$ cat config.mk
export PLATFORM = sky130hd
export DESIGN_NAME = prt_slot_scheduler
export DESIGN_NICKNAME = d
export VERILOG_FILES = /design/src/rtl/prt_pkg.sv /design/src/rtl/prt_slot_fifo.sv /design/src/rtl/prt_slot_scheduler.sv
export SDC_FILE = /design/constraint.sdc
export NUM_CORES = 1
export LEC_CHECK = 0
export CORE_ASPECT_RATIO = 0.5
export CORE_MARGIN = 2
export CORE_UTILIZATION = 30
export CTS_CLUSTER_DIAMETER = 150
export CTS_CLUSTER_SIZE = 28
export DETAILED_ROUTE_END_ITERATION = 7
export DONT_BUFFER_PORTS = 1
export PLACE_DENSITY = 0.42
export SYNTH_ARGS = -nofsm -noshare
export SYNTH_HDL_FRONTEND = slang
export SYNTH_SLANG_ARGS = --single-unit
$ cat constraint.sdc
create_clock -name clk -period 2.9 [get_ports clk]
set_clock_uncertainty 0.05 [all_clocks]
set_input_delay 0.29 -clock clk [delete_from_list [all_inputs] [get_ports clk]]
set_output_delay 0.29 -clock clk [all_outputs]
set_load 0.1 [all_outputs]
$ cat src/rtl/prt_pkg.sv
// prt_pkg: shared types and sizing helpers for the PRT slot scheduler.
//   rx_state_t - ingress sequencing states
//   tx_state_t - egress sequencing states
//   slot_w()   - slot-id width for a given slot count (never below 1)
//   len_w()    - byte-counter width able to hold the value FRAME_SIZE
package prt_pkg;

  typedef enum logic [2:0] {
    RX_IDLE,
    RX_START,
    RX_DATA,
    RX_STOP,
    RX_DRAIN
  } rx_state_t;

  typedef enum logic [1:0] {
    TX_IDLE,
    TX_START,
    TX_WAIT
  } tx_state_t;

  function automatic int slot_w(input int n);
    return (n > 1) ? $clog2(n) : 1;
  endfunction

  function automatic int len_w(input int fs);
    return $clog2(fs + 1);
  endfunction

endpackage

$ cat src/rtl/prt_slot_fifo.sv
// prt_slot_fifo: small circular FIFO of slot ids.
//   clk, rst        clock, asynchronous active-low reset
//   push, push_slot write a slot id (dropped if full, cannot happen in use)
//   pop             remove head (ignored when empty)
//   head            current head entry (valid when !empty)
//   empty           no entries stored
// Storage is reset so head never carries X into downstream muxes.
module prt_slot_fifo
  import prt_pkg::*;
#(
  parameter int DEPTH = 10,
  parameter int W     = 4
) (
  input  logic         clk,
  input  logic         rst,
  input  logic         push,
  input  logic [W-1:0] push_slot,
  input  logic         pop,
  output logic [W-1:0] head,
  output logic         empty
);

  localparam int PW = slot_w(DEPTH);
  localparam int CW = $clog2(DEPTH + 1);

  logic [DEPTH-1:0][W-1:0] mem;
  logic [PW-1:0]           rd_ptr, wr_ptr;
  logic [CW-1:0]           count;
  logic                    full, do_push, do_pop;

  assign empty   = (count == '0);
  assign full    = (count == CW'(DEPTH));
  assign do_push = push && !full;
  assign do_pop  = pop && !empty;
  assign head    = mem[rd_ptr];

  always_ff @(posedge clk or negedge rst) begin
    if (!rst) begin
      mem    <= '0;
      rd_ptr <= '0;
      wr_ptr <= '0;
      count  <= '0;
    end else begin
      if (do_push) begin
        mem[wr_ptr] <= push_slot;
        wr_ptr      <= (wr_ptr == PW'(DEPTH - 1)) ? '0 : wr_ptr + 1'b1;
      end
      if (do_pop)
        rd_ptr <= (rd_ptr == PW'(DEPTH - 1)) ? '0 : rd_ptr + 1'b1;
      case ({do_push, do_pop})
        2'b10:   count <= count + 1'b1;
        2'b01:   count <= count - 1'b1;
        default: count <= count;
      endcase
    end
  end

endmodule

$ cat src/rtl/prt_slot_scheduler.sv
// prt_slot_scheduler: sequences the packet reference table (PRT).
// Allocates a free slot per ingress frame, streams its bytes into the PRT,
// queues stored slots for a firewall verdict, then transmits allowed slots
// one at a time and returns dropped / sent / oversize slots to the pool.
//
// Ports
//   clk, rst                      clock, asynchronous active-low reset
//   in_valid/in_data/in_last      ingress byte stream, in_ready handshake
//   prt_slot_available            PRT storage free
//   prt_start_receive/stop_receive  1-cycle open/close pulses for prt_wr_slot
//   prt_frame_in_valid/data_in    byte write strobe and data into the PRT
//   prt_start_transmit/prt_rd_slot  1-cycle readout start for prt_rd_slot
//   prt_tx_done                   PRT finished reading prt_rd_slot
//   verdict_ready/verdict_slot    oldest stored slot awaiting a verdict
//   verdict_valid/verdict_allow   verdict (1 = transmit, 0 = drop)
//   oversize                      1-cycle pulse, frame exceeded FRAME_SIZE
// Build option
//   PRT_STATS_EN  adds saturating 32-bit counters stat_rx, stat_tx,
//                 stat_drop, stat_oversize. Absent when undefined.
module prt_slot_scheduler
  import prt_pkg::*;
#(
  parameter int  DATA_WIDTH  = 8,
  parameter int  NUM_ENTRIES = 10,
  parameter int  FRAME_SIZE  = 1518,
  localparam int SLOT_W      = slot_w(NUM_ENTRIES),
  localparam int LEN_W       = len_w(FRAME_SIZE)
) (
  input  logic                  clk,
  input  logic                  rst,
  input  logic                  in_valid,
  input  logic [DATA_WIDTH-1:0] in_data,
  input  logic                  in_last,
  output logic                  in_ready,
  input  logic                  prt_slot_available,
  output logic                  prt_start_receive,
  output logic                  prt_stop_receive,
  output logic                  prt_frame_in_valid,
  output logic [DATA_WIDTH-1:0] prt_frame_data_in,
  output logic [SLOT_W-1:0]     prt_wr_slot,
  output logic                  prt_start_transmit,
  output logic [SLOT_W-1:0]     prt_rd_slot,
  input  logic                  prt_tx_done,
  output logic [SLOT_W-1:0]     verdict_slot,
  output logic                  verdict_ready,
  input  logic                  verdict_valid,
  input  logic                  verdict_allow,
`ifdef PRT_STATS_EN
  output logic [31:0]           stat_rx,
  output logic [31:0]           stat_tx,
  output logic [31:0]           stat_drop,
  output logic [31:0]           stat_oversize,
`endif
  output logic                  oversize
);

  rx_state_t               rx_state;
  tx_state_t               tx_state;
  logic [NUM_ENTRIES-1:0]  free_mask, free_set, free_clr;
  logic [SLOT_W-1:0]       alloc_slot;
  logic [LEN_W-1:0]        byte_cnt;
  logic [SLOT_W-1:0]       pend_head, tx_head;
  logic                    pend_empty, tx_empty;
  logic                    pend_push, pend_pop, tx_push, tx_pop;
  logic                    rx_accept, rx_go, at_limit;
  logic                    drop, tx_free, drain_free;

  // Lowest free slot; scanning downward lets the lowest index win.
  always_comb begin
    alloc_slot = '0;
    for (int i = NUM_ENTRIES - 1; i >= 0; i--)
      if (free_mask[i]) alloc_slot = SLOT_W'(i);
  end

  assign in_ready           = (rx_state == RX_DATA) || (rx_state == RX_DRAIN);
  assign rx_accept          = in_valid && in_ready;
  assign prt_frame_in_valid = (rx_state == RX_DATA) && in_valid;
  // Gated so the PRT data bus stays quiet outside a write window.
  assign prt_frame_data_in  = (rx_state == RX_DATA) ? in_data : '0;
  assign rx_go              = (rx_state == RX_IDLE) && in_valid &&
                              prt_slot_available && (|free_mask);
  // Byte being accepted is number FRAME_SIZE; if it is not last, the frame overflows.
  assign at_limit           = (byte_cnt == LEN_W'(FRAME_SIZE - 1));

  assign pend_push  = (rx_state == RX_STOP);
  assign pend_pop   = verdict_valid && !pend_empty;
  assign tx_push    = pend_pop && verdict_allow;
  assign drop       = pend_pop && !verdict_allow;
  assign tx_pop     = (tx_state == TX_IDLE) && !tx_empty;
  assign tx_free    = (tx_state == TX_WAIT) && prt_tx_done;
  assign drain_free = (rx_state == RX_DRAIN) && rx_accept && in_last;

  assign verdict_ready = !pend_empty;
  assign verdict_slot  = pend_empty ? '0 : pend_head;

  // Release sources touch distinct allocated slots, so OR-ing them is safe;
  // the claimed slot is always a free one, so set and clear never collide.
  always_comb begin
    free_set = '0;
    free_clr = '0;
    if (drop)       free_set[pend_head]   = 1'b1;
    if (tx_free)    free_set[prt_rd_slot] = 1'b1;
    if (drain_free) free_set[prt_wr_slot] = 1'b1;
    if (rx_go)      free_clr[alloc_slot]  = 1'b1;
  end

  always_ff @(posedge clk or negedge rst) begin
    if (!rst) free_mask <= '1;
    else      free_mask <= (free_mask & ~free_clr) | free_set;
  end

  // Ingress sequencer
  always_ff @(posedge clk or negedge rst) begin
    if (!rst) begin
      rx_state          <= RX_IDLE;
      prt_wr_slot       <= '0;
      byte_cnt          <= '0;
      prt_start_receive <= 1'b0;
      prt_stop_receive  <= 1'b0;
      oversize          <= 1'b0;
    end else begin
      prt_start_receive <= 1'b0;
      prt_stop_receive  <= 1'b0;
      oversize          <= 1'b0;
      case (rx_state)
        RX_IDLE: if (rx_go) begin
          rx_state          <= RX_START;
          prt_start_receive <= 1'b1;
          prt_wr_slot       <= alloc_slot;
          byte_cnt          <= '0;
        end
        RX_START: rx_state <= RX_DATA;
        RX_DATA: if (rx_accept) begin
          byte_cnt <= byte_cnt + 1'b1;
          if (in_last) begin
            rx_state         <= RX_STOP;
            prt_stop_receive <= 1'b1;
          end else if (at_limit) begin
            rx_state <= RX_DRAIN;
            oversize <= 1'b1;
          end
        end
        RX_STOP: rx_state <= RX_IDLE;
        RX_DRAIN: if (rx_accept && in_last) begin
          rx_state         <= RX_IDLE;
          prt_stop_receive <= 1'b1;
        end
        default: rx_state <= RX_IDLE;
      endcase
    end
  end

  // Egress sequencer: one readout in flight at a time.
  always_ff @(posedge clk or negedge rst) begin
    if (!rst) begin
      tx_state           <= TX_IDLE;
      prt_start_transmit <= 1'b0;
      prt_rd_slot        <= '0;
    end else begin
      prt_start_transmit <= 1'b0;
      case (tx_state)
        TX_IDLE: if (!tx_empty) begin
          tx_state           <= TX_START;
          prt_start_transmit <= 1'b1;
          prt_rd_slot        <= tx_head;
        end
        TX_START: tx_state <= TX_WAIT;
        TX_WAIT:  if (prt_tx_done) tx_state <= TX_IDLE;
        default:  tx_state <= TX_IDLE;
      endcase
    end
  end

  // Slots waiting for a verdict, in arrival order.
  prt_slot_fifo #(.DEPTH(NUM_ENTRIES), .W(SLOT_W)) u_pend (
    .clk       (clk),
    .rst       (rst),
    .push      (pend_push),
    .push_slot (prt_wr_slot),
    .pop       (pend_pop),
    .head      (pend_head),
    .empty     (pend_empty)
  );

  // Allowed slots waiting for transmit.
  prt_slot_fifo #(.DEPTH(NUM_ENTRIES), .W(SLOT_W)) u_tx (
    .clk       (clk),
    .rst       (rst),
    .push      (tx_push),
    .push_slot (pend_head),
    .pop       (tx_pop),
    .head      (tx_head),
    .empty     (tx_empty)
  );

`ifdef PRT_STATS_EN
  always_ff @(posedge clk or negedge rst) begin
    if (!rst) begin
      stat_rx       <= '0;
      stat_tx       <= '0;
      stat_drop     <= '0;
      stat_oversize <= '0;
    end else begin
      if (rx_state == RX_STOP && stat_rx != '1)  stat_rx       <= stat_rx + 1'b1;
      if (tx_free && stat_tx != '1)              stat_tx       <= stat_tx + 1'b1;
      if (drop && stat_drop != '1)               stat_drop     <= stat_drop + 1'b1;
      if (oversize && stat_oversize != '1)       stat_oversize <= stat_oversize + 1'b1;
    end
  end
`endif

endmodule

Word level (Yosys, flattened, before mapping)
Cells that the tools add are included.
- flip-flop bits (word level): 142
- bits of input ports: 16
- output and inout bits: 27
- word-level logic and storage cells: 194
- add/sub/neg operators: 9
- order comparisons: 14
- equal/unequal tests: 23
- muxes and demuxes: 64
- bitwise operators: 6
- reduce and logical (&&, ||, !) cells: 42
- operators by type and width (kind ; count):
    $bwmux W40 ; 2
    $mux W4 ; 19
    $lt A4 B5 Y1 const B ; 8
    $mux W10 ; 4
    $bmux W4 S4 ; 2
    $demux W4 S4 ; 2
    $or A10 B10 Y10 ; 3
    $add A4 B1 Y4 const B ; 6
    $eq A4 B4 Y1 const B ; 6
    $ge A4 B1 Y1 const B ; 6
    $logic_and A1 B1 Y1 ; 23
    $mux W11 ; 2
    $pmux W11 S2 ; 1
    $demux W1 S4 ; 4
    $pmux W4 S2 ; 2
    $mux W1 ; 15
    $mux W3 ; 5
    $pmux W3 S4 ; 1
    $add A11 B1 Y11 const B ; 1
    $eq A11 B11 Y1 const B ; 1
    $and A10 B10 Y10 ; 1
    $not A10 Y10 ; 1
    $reduce_or A10 Y1 ; 1
    $logic_not A4 Y1 ; 2
    other kinds (22) ; 40

Depth between registers and ports, before layout
Gate-level depths: netlist of the first run.
- word-level depth: 18
- depth in mapped cells: 10
- depth with buffers taken out: 9

Cells and area by module
From an unflattened synthesis of the first run, not the netlist that was laid out.
- cells, all modules: 652
- area, all modules: 7537.2 µm²
- by module, submodules not included (module ; instances ; cells an instance ; area each (µm²) ; sequential area each (µm²)):
    prt_slot_fifo ; 2 ; 206 ; 2667.6 ; 1301.2
    prt_slot_scheduler ; 1 ; 240 ; 2202.1 ; 963.4

Worst setup path after synthesis of the first run
Ideal clock, no wire load.
- path type: reg-to-output
- start point: register u_pend.rd_ptr[1]
- end point: output verdict_slot[1]
- arrival: 2.638 ns
- required time: 2.560 ns
- slack: -0.078 ns
- stages on the path, launching flop included: 5
- path buffers: 1
- path through: dfrtp_1 -> clkbuf_1 -> nor2_1 -> nand3_1 -> a21oi_1
- word-level cells in the longest chain between the ends: 3
- ends and longest elaborated chain (element ; line ; source):
    from (decl) ; prt_slot_fifo.sv:27 ; logic [PW-1:0] rd_ptr, wr_ptr;
    from (signal assigned) ; prt_slot_fifo.sv:49 ; rd_ptr <= (rd_ptr == PW'(DEPTH - 1)) ? '0 : rd_ptr + 1'b1;
    $bmux W4 S4 ; prt_slot_fifo.sv:35 ; assign head = mem[rd_ptr];
    $mux W4 (implied by the code) ; prt_slot_fifo.sv:35 ;
    $mux W4 ; prt_slot_scheduler.sv:94 ; assign verdict_slot = pend_empty ? '0 : pend_head;
    to (decl) ; prt_slot_scheduler.sv:44 ; output logic [SLOT_W-1:0] verdict_slot,
No other way between the ends. The select of a mux whose other input is x is not followed.

Worst setup path in the final report of the first run
- start point: register u_pend.rd_ptr[0]
- end point: output verdict_slot[2]
Same word-level chain as after synthesis.

==> results.json, run 1 <==
{
  "worstMarginPinSlew_ns": 1.011,
  "ctsHoldBuffers": 1,
  "dr.pass1.iters": 4,
  "required_ns": 2.56,
  "routabilityCongestion": 0.7669,
  "synthArstFlopShare_pct": 100.0,
  "num_vias": 4836,
  "cts_max_path_buffers": 2,
  "hold_violations": 142,
  "yosys.area.top_type": "dfrtp_1",
  "synth_area_leaders": "dfrtp_1 (46%), mux2_2 (11%), dfstp_2 (3.6%), mux4_2 (3.4%), nor2_1 (2.2%)",
  "arrival_ns": 2.41,
  "syn-cell-area_mm2": 0.007231,
  "placed_area_mm2": 0.007826,
  "nets": 670,
  "start_kind": "flop",
  "pin_count": 43,
  "reg2reg_depth": 9,
  "grt_start_max_net_pins": 143,
  "final-seq-area_mm2": 0.003568,
  "violations": "negative hold slack",
  "clockRootBuffer": "clkbuf_16",
  "dieArea_mm2": 0.02544,
  "dpl.cell_count": 935,
  "drt_iter0_drc": 323,
  "final_common_cell": "dfrtp_1",
  "nFillCells": 2359,
  "std_cell_rows": 40,
  "grt_pass1_wl_um": 28830,
  "grt_use_met2_pct": 22.91,
  "antennaDiodeCount": 0,
  "drv_slew": 0,
  "gr-total-overflow": 0,
  "via_per_inst": 4.975,
  "fin_area_mm2": 0.008526,
  "grt_pass1_vias": 4928,
  "met1_usage_pct": 21.12,
  "die_h_um": 113.8,
  "wirelength_um": 17850,
  "start_util_pct": 30.35,
  "port_buffers": 0,
  "holdWs_ns": -0.4964,
  "dp_hpwl_um": 12520,
  "clkTransAtPathRegs_ns": 0.06,
  "synth_edf_count": 0,
  "cts_tree": "yes",
  "grt.busiest_layer": "met2",
  "critPathMaxFanout": 8,
  "stdcell_count": 972,
  "drc": 0,
  "power_density_mw_per_mm2": 1121,
  "track_usage_pct": 15.03,
  "use_met3_pct": 4.019,
  "multiInputGateArea_mm2": 0.003462,
  "critPathKind": "reg2out",
  "drive_gt1_share_pct": 31.35,
  "finalCritPeriodShare_pct": 94.78,
  "rr_endpoint": "u_tx.count[3]",
  "synth.ff_latch_count": 142,
  "syn_to_final_growth_pct": 17.91,
  "r2r_setup_slack_ns": 0.27,
  "period_needed_ns": 2.749,
  "setup_viol": 0,
  "cts_made_buffers": 17,
  "seq_area_frac_synth_pct": 49.32,
  "htree_levels": 4,
  "synth_top_cell_area_share_pct": 45.68,
  "critPathCaptureType": "output pin",
  "max_cap_viol_count": 0,
  "cts_num_sinks": 142,
  "outcome": "finished, violations left",
  "r2r-start": "u_pend.count[1]",
  "layout_common_cells": "dfrtp_1 (130), mux2_2 (73), buf_4 (42)",
  "hold_class": "in2async",
  "total_leakage_power_nw": 3.868,
  "synthCells": 605,
  "yosys_warnings": 0,
  "clk_latency_ns": 0.43,
  "fmax_mhz": 363.8,
  "slew_headroom_pct": 32.09,
  "ir_drop_mv": 0.4189,
  "synthFlopType": "dfrtp_1",
  "power_mw": 9.560,
  "core_mm2": 0.02382,
  "antenna_found_initial": 0,
  "die_w_um": 223.6,
  "synthDistinctLibCells": 75,
  "rsz0062_at_grt": "no",
  "setup_tns_ns": 0,
  "avgSynthCellArea_um2": 11.95,
  "synth_nets": 631,
  "drtAntennaViolNets": 0,
  "wl_per_cell_um": 18.36
}
metrics by stage:
stage	setup WS, ns	util, %
detailed placement	0.2631	32.85
global route	0.04738	35.79
CTS	0.004015	35.66
finish	0.1513	35.79
floorplan	0.01885	-
global placement	0.3024	32.85
timing repair:
action	CTS	global route
setup endpoints to repair	3	3
pin swaps	0	0
buffers inserted	0	4
endpoints found under the hold margin	143	142
gates resized for setup	1	1
per-layer routing:
metal | up-vias | share of wire, %
li1 | 2275 | -
met1 | 2463 | 51
met2 | 80 | 44
met3 | 18 | 3.6
met4 | 0 | 1.5
met5 | - | 0
state kept, by name, summed over array words and instances (netlist names), 3 cells and up:
register and count:
free_mask 10, rx_state 3, u_pend.count 4, u_tx.mem 40, u_pend.wr_ptr 4, u_tx.rd_ptr 4, prt_rd_slot 4, u_tx.count 4
byte_cnt 11, u_tx.wr_ptr 4, u_pend.mem 40, u_pend.rd_ptr 4, prt_wr_slot 4
logic make-up after synthesis:
family,count (synthesis),synth area share (%)
compound gates,90,9.344
xor+xnor,25,3.028
fa+ha+maj,10,1.938
buf+inv,46,3.011
flops,142,49.32
mux,103,18.57
simple gates,189,14.80
how the worst max path moves through the flow:
stage / depth (start not counted) / slack [ns] / end / from
after floorplan: 7 / 0.02 / verdict_slot[0] / u_pend.rd_ptr[0]
after global placement: 9 / 0.30 / u_tx.count[3] / u_pend.count[1]
after detailed placement: 9 / 0.26 / u_tx.count[3] / u_pend.count[1]
after CTS: 5 / 0.004 / verdict_slot[2] / u_pend.rd_ptr[1]
after global routing: 6 / 0.05 / verdict_slot[2] / u_pend.rd_ptr[0]
final: 6 / 0.15 / verdict_slot[2] / u_pend.rd_ptr[0]
critical path, cell delays in order, from the launching register on:
cell and delay, ns:
dfrtp_2 0.48, buf_4 0.16, mux4_1 0.33, nand2_1 0.05, a31oi_1 0.49, and2_1 0.26
buf_12 0.18
final cells by class:
class	count	area share (%)
Sequential cell	142	41.85
Multi-Input combinational cell	417	40.61
Clock buffer	21	5.518
Tap cell	315	4.623
Timing Repair Buffer	45	4.285
Clock inverter	11	2.187
Inverter	21	0.9246
cell usage after synthesis (10+ instances only):
master,instances
nor2_1,42
dfrtp_1,132
clkbuf_1,13
mux4_2,11
a21oi_1,15
nand2b_1,13
xor2_1,15
dfstp_2,10
xnor2_1,10
mux2_2,73
nor3_1,11
inv_1,20
and2_1,15
mux2i_1,13
nand3_1,16
nand2_1,40
o21ai_0,17
power breakdown:
part,switching [mW],internal (mW)
registers,0.836,2.61
clock network,0.857,1.59
logic,2.27,1.40
No activity file was read; power rests on OpenSTA's default activity.
==> inputs of run 2 (changes only) <==
- ABC_AREA: unset -> 1
- GPL_TIMING_DRIVEN: unset -> 0
==> run 2 against run 1 <==
Effect of this change: the run still ends with negative hold slack left; first-iteration DRC count grew 18%; critical path depth did not move; fmax shrank 1.9%; area after synthesis up 0.43%; total power is 4.0% higher; sequential cell count unchanged; utilization fell by 0.32 points; synthesized cell count grew 51%; sequential share of layout area is 0.26 points higher.
==> results.json, run 2 <==
{
  "start_kind": "flop",
  "cts_made_buffers": 17,
  "ir_drop_mv": 0.4043,
  "synth_top_cell_area_share_pct": 45.49,
  "hold_class": "in2async",
  "port_buffers": 0,
  "track_usage_pct": 16.22,
  "cts_num_sinks": 142,
  "arrival_ns": 2.46,
  "final_common_cell": "nand2_1",
  "syn_to_final_growth_pct": 16.59,
  "synthCells": 914,
  "place_ws_ns": 0.04701,
  "timing.critical_path.from": "rx_state[2]",
  "critPathMaxStageDelay_ns": 0.89,
  "total_leakage_power_nw": 3.898,
  "start_util_pct": 30.42,
  "power_mw": 9.939,
  "clkTransAtPathRegs_ns": 0.06,
  "cts_tree": "yes",
  "antenna_found_initial": 0,
  "dpl.cell_count": 1229,
  "grt_pass1_vias": 5868,
  "r2r-start": "u_pend.count[2]",
  "synthFlopType": "dfrtp_1",
  "rsz0062_at_grt": "yes",
  "avgSynthCellArea_um2": 7.945,
  "core_mm2": 0.02387,
  "ctsHoldBuffers": 4,
  "hold_violations": 142,
  "drive_gt1_share_pct": 12.28,
  "syn-cell-area_mm2": 0.007262,
  "drc": 0,
  "setup_slack_ns": 0.09832,
  "required_ns": 2.56,
  "worstMarginPinSlew_ns": 1.150,
  "crit_path_cell_trace": "inv_1, nand2_1, nor2_2, inv_2, clkbuf_1, nor2_2",
  "clockRootBuffer": "clkbuf_16",
  "period_needed_ns": 2.802,
  "synth_most_common_cell": "nand2_1",
  "finalCritPeriodShare_pct": 96.61,
  "setup_viol": 0,
  "yosys_warnings": 0,
  "synth_common_cells": "nand2_1 (237), dfrtp_1 (132), inv_1 (111), o21ai_0 (107), nor2_1 (87)",
  "wirelength_um": 19060,
  "num_vias": 5976,
  "critPathMaxFanout": 10,
  "violations": "negative hold slack",
  "pin_count": 43,
  "max_cap_viol_count": 0,
  "power_density_mw_per_mm2": 1174,
  "crit_top_cell": "nor2_2",
  "holdWs_ns": -0.5030,
  "fmax_mhz": 356.9,
  "drv_slew": 0,
  "reg2reg_depth": 13,
  "top_regs": "u_pend.mem x40, u_tx.mem x40, byte_cnt x11",
  "drt_iter0_drc": 380,
  "grt_start_max_net_pins": 143,
  "seq_area_frac_synth_pct": 49.10,
  "synthDistinctLibCells": 43,
  "yosys.area.top_type": "dfrtp_1",
  "final_core_util_pct": 35.47,
  "critPathKind": "reg2out",
  "outcome": "finished, violations left",
  "cts_max_path_buffers": 2,
  "clk_latency_ns": 0.44,
  "std_cell_rows": 40,
  "rr_endpoint": "u_pend.count[3]",
  "htree_levels": 4,
  "synth.ff_latch_count": 142,
  "antennaDiodeCount": 0,
  "stdcell_count": 1276,
  "dp_hpwl_um": 13420,
  "synth_area_leaders": "dfrtp_1 (45%), nand2_1 (12%), o21ai_0 (7.4%), inv_1 (5.7%), nor2_1 (4.5%)",
  "die_w_um": 224.0,
  "synthArstFlopShare_pct": 100.0,
  "grt_pass1_wl_um": 31750,
  "via_per_inst": 4.683,
  "critPathSlowestCell": "nor2_2",
  "wl_per_cell_um": 14.94,
  "slew_headroom_pct": 23.27,
  "routabilityCongestion": 0.8157,
  "layout_common_cells": "nand2_1 (232), dfrtp_1 (132), inv_1 (108)",
  "nets": 974,
  "synth_edf_count": 0,
  "dieArea_mm2": 0.02554,
  "drtAntennaViolNets": 0,
  "critPathCaptureType": "output pin",
  "gr-total-overflow": 0,
  "synth_nets": 940,
  "die_h_um": 114.0,
  "dr.pass1.iters": 6,
  "r2r_setup_slack_ns": 0.20
}
-- run 2: repair_timing --
item                                   4_1_cts  5_1_grt
pin swaps                                    1       10
endpoints found under the hold margin      147      142
resized for setup                            6       20
setup endpoints to repair                    4       15
setup buffers                                0       11
-- run 2: kinds of logic (layout without fill, tap and decap cells) --
group / count (synthesis) / after routing / share of synthesized area, %
AOI/OAI and AO/OA: 172 / 172 / 13.06
xor gates and xnor gates: 17 / 17 / 2.050
adders and majority gates: 10 / 10 / 1.930
buffers and inverters: 137 / 184 / 7.581
DFF: 142 / 142 / 49.10
and+or+nand+nor: 436 / 436 / 26.27
-- run 2: worst max-delay path: cells and delay by family (launching register included) --
kind	cells	cell delay [ns]
buf+inv	3	0.47
flops	1	0.43
simple gates	3	1.11
-- run 2: routing by layer --
metal	vias to the layer above	GRT usage (%)	part of all wire, %
met1	2818	22.24	49
met2	91	25.13	46
met3	20	3.735	3.5
met4	0	6.000	1.4
li1	3047	-	-
met5	-	0	0
-- run 2: power by group --
group	switching, mW	internal (mW)	total [mW]
clock network	0.843	1.32	2.17
logic	2.91	1.20	4.11
registers	0.975	2.69	3.66
-- run 2: area by class of cell --
class                           instances  area (µm²)
Fill cell                            2514       15410
Sequential cell                       142        3566
Multi-Input combinational cell        635        3244
Clock buffer                           24       481.7
Inverter                              119       452.9
Tap cell                              315       394.1
Timing Repair Buffer                   15       122.6
Buffer                                 18       115.1
Clock inverter                          8       90.09
-- run 2: worst max-delay path by stage --
stage / depth (start not counted) / slack (ns) / to
detailed placement: 13 / 0.05 / u_pend.count[3]
floorplan: 10 / 0.09 / verdict_slot[1]
global placement: 10 / -0.36 / verdict_slot[3]
global route: 6 / -0.03 / prt_frame_data_in[4]
CTS: 10 / -0.07 / verdict_slot[3]
finish: 6 / 0.1 / prt_frame_data_in[4]
-- run 2: per-stage QoR --
step                setup TNS (ns)  hold WS, ns  cell area (µm²)
finish                           0      -0.5030             8467
global route               -0.2116      -0.5340             8467
CTS                       -0.07265      -0.5331             8323
detailed placement               0     -0.05167             7686
global placement            -1.248     -0.05152             7656
floorplan                        0     -0.05559             7262
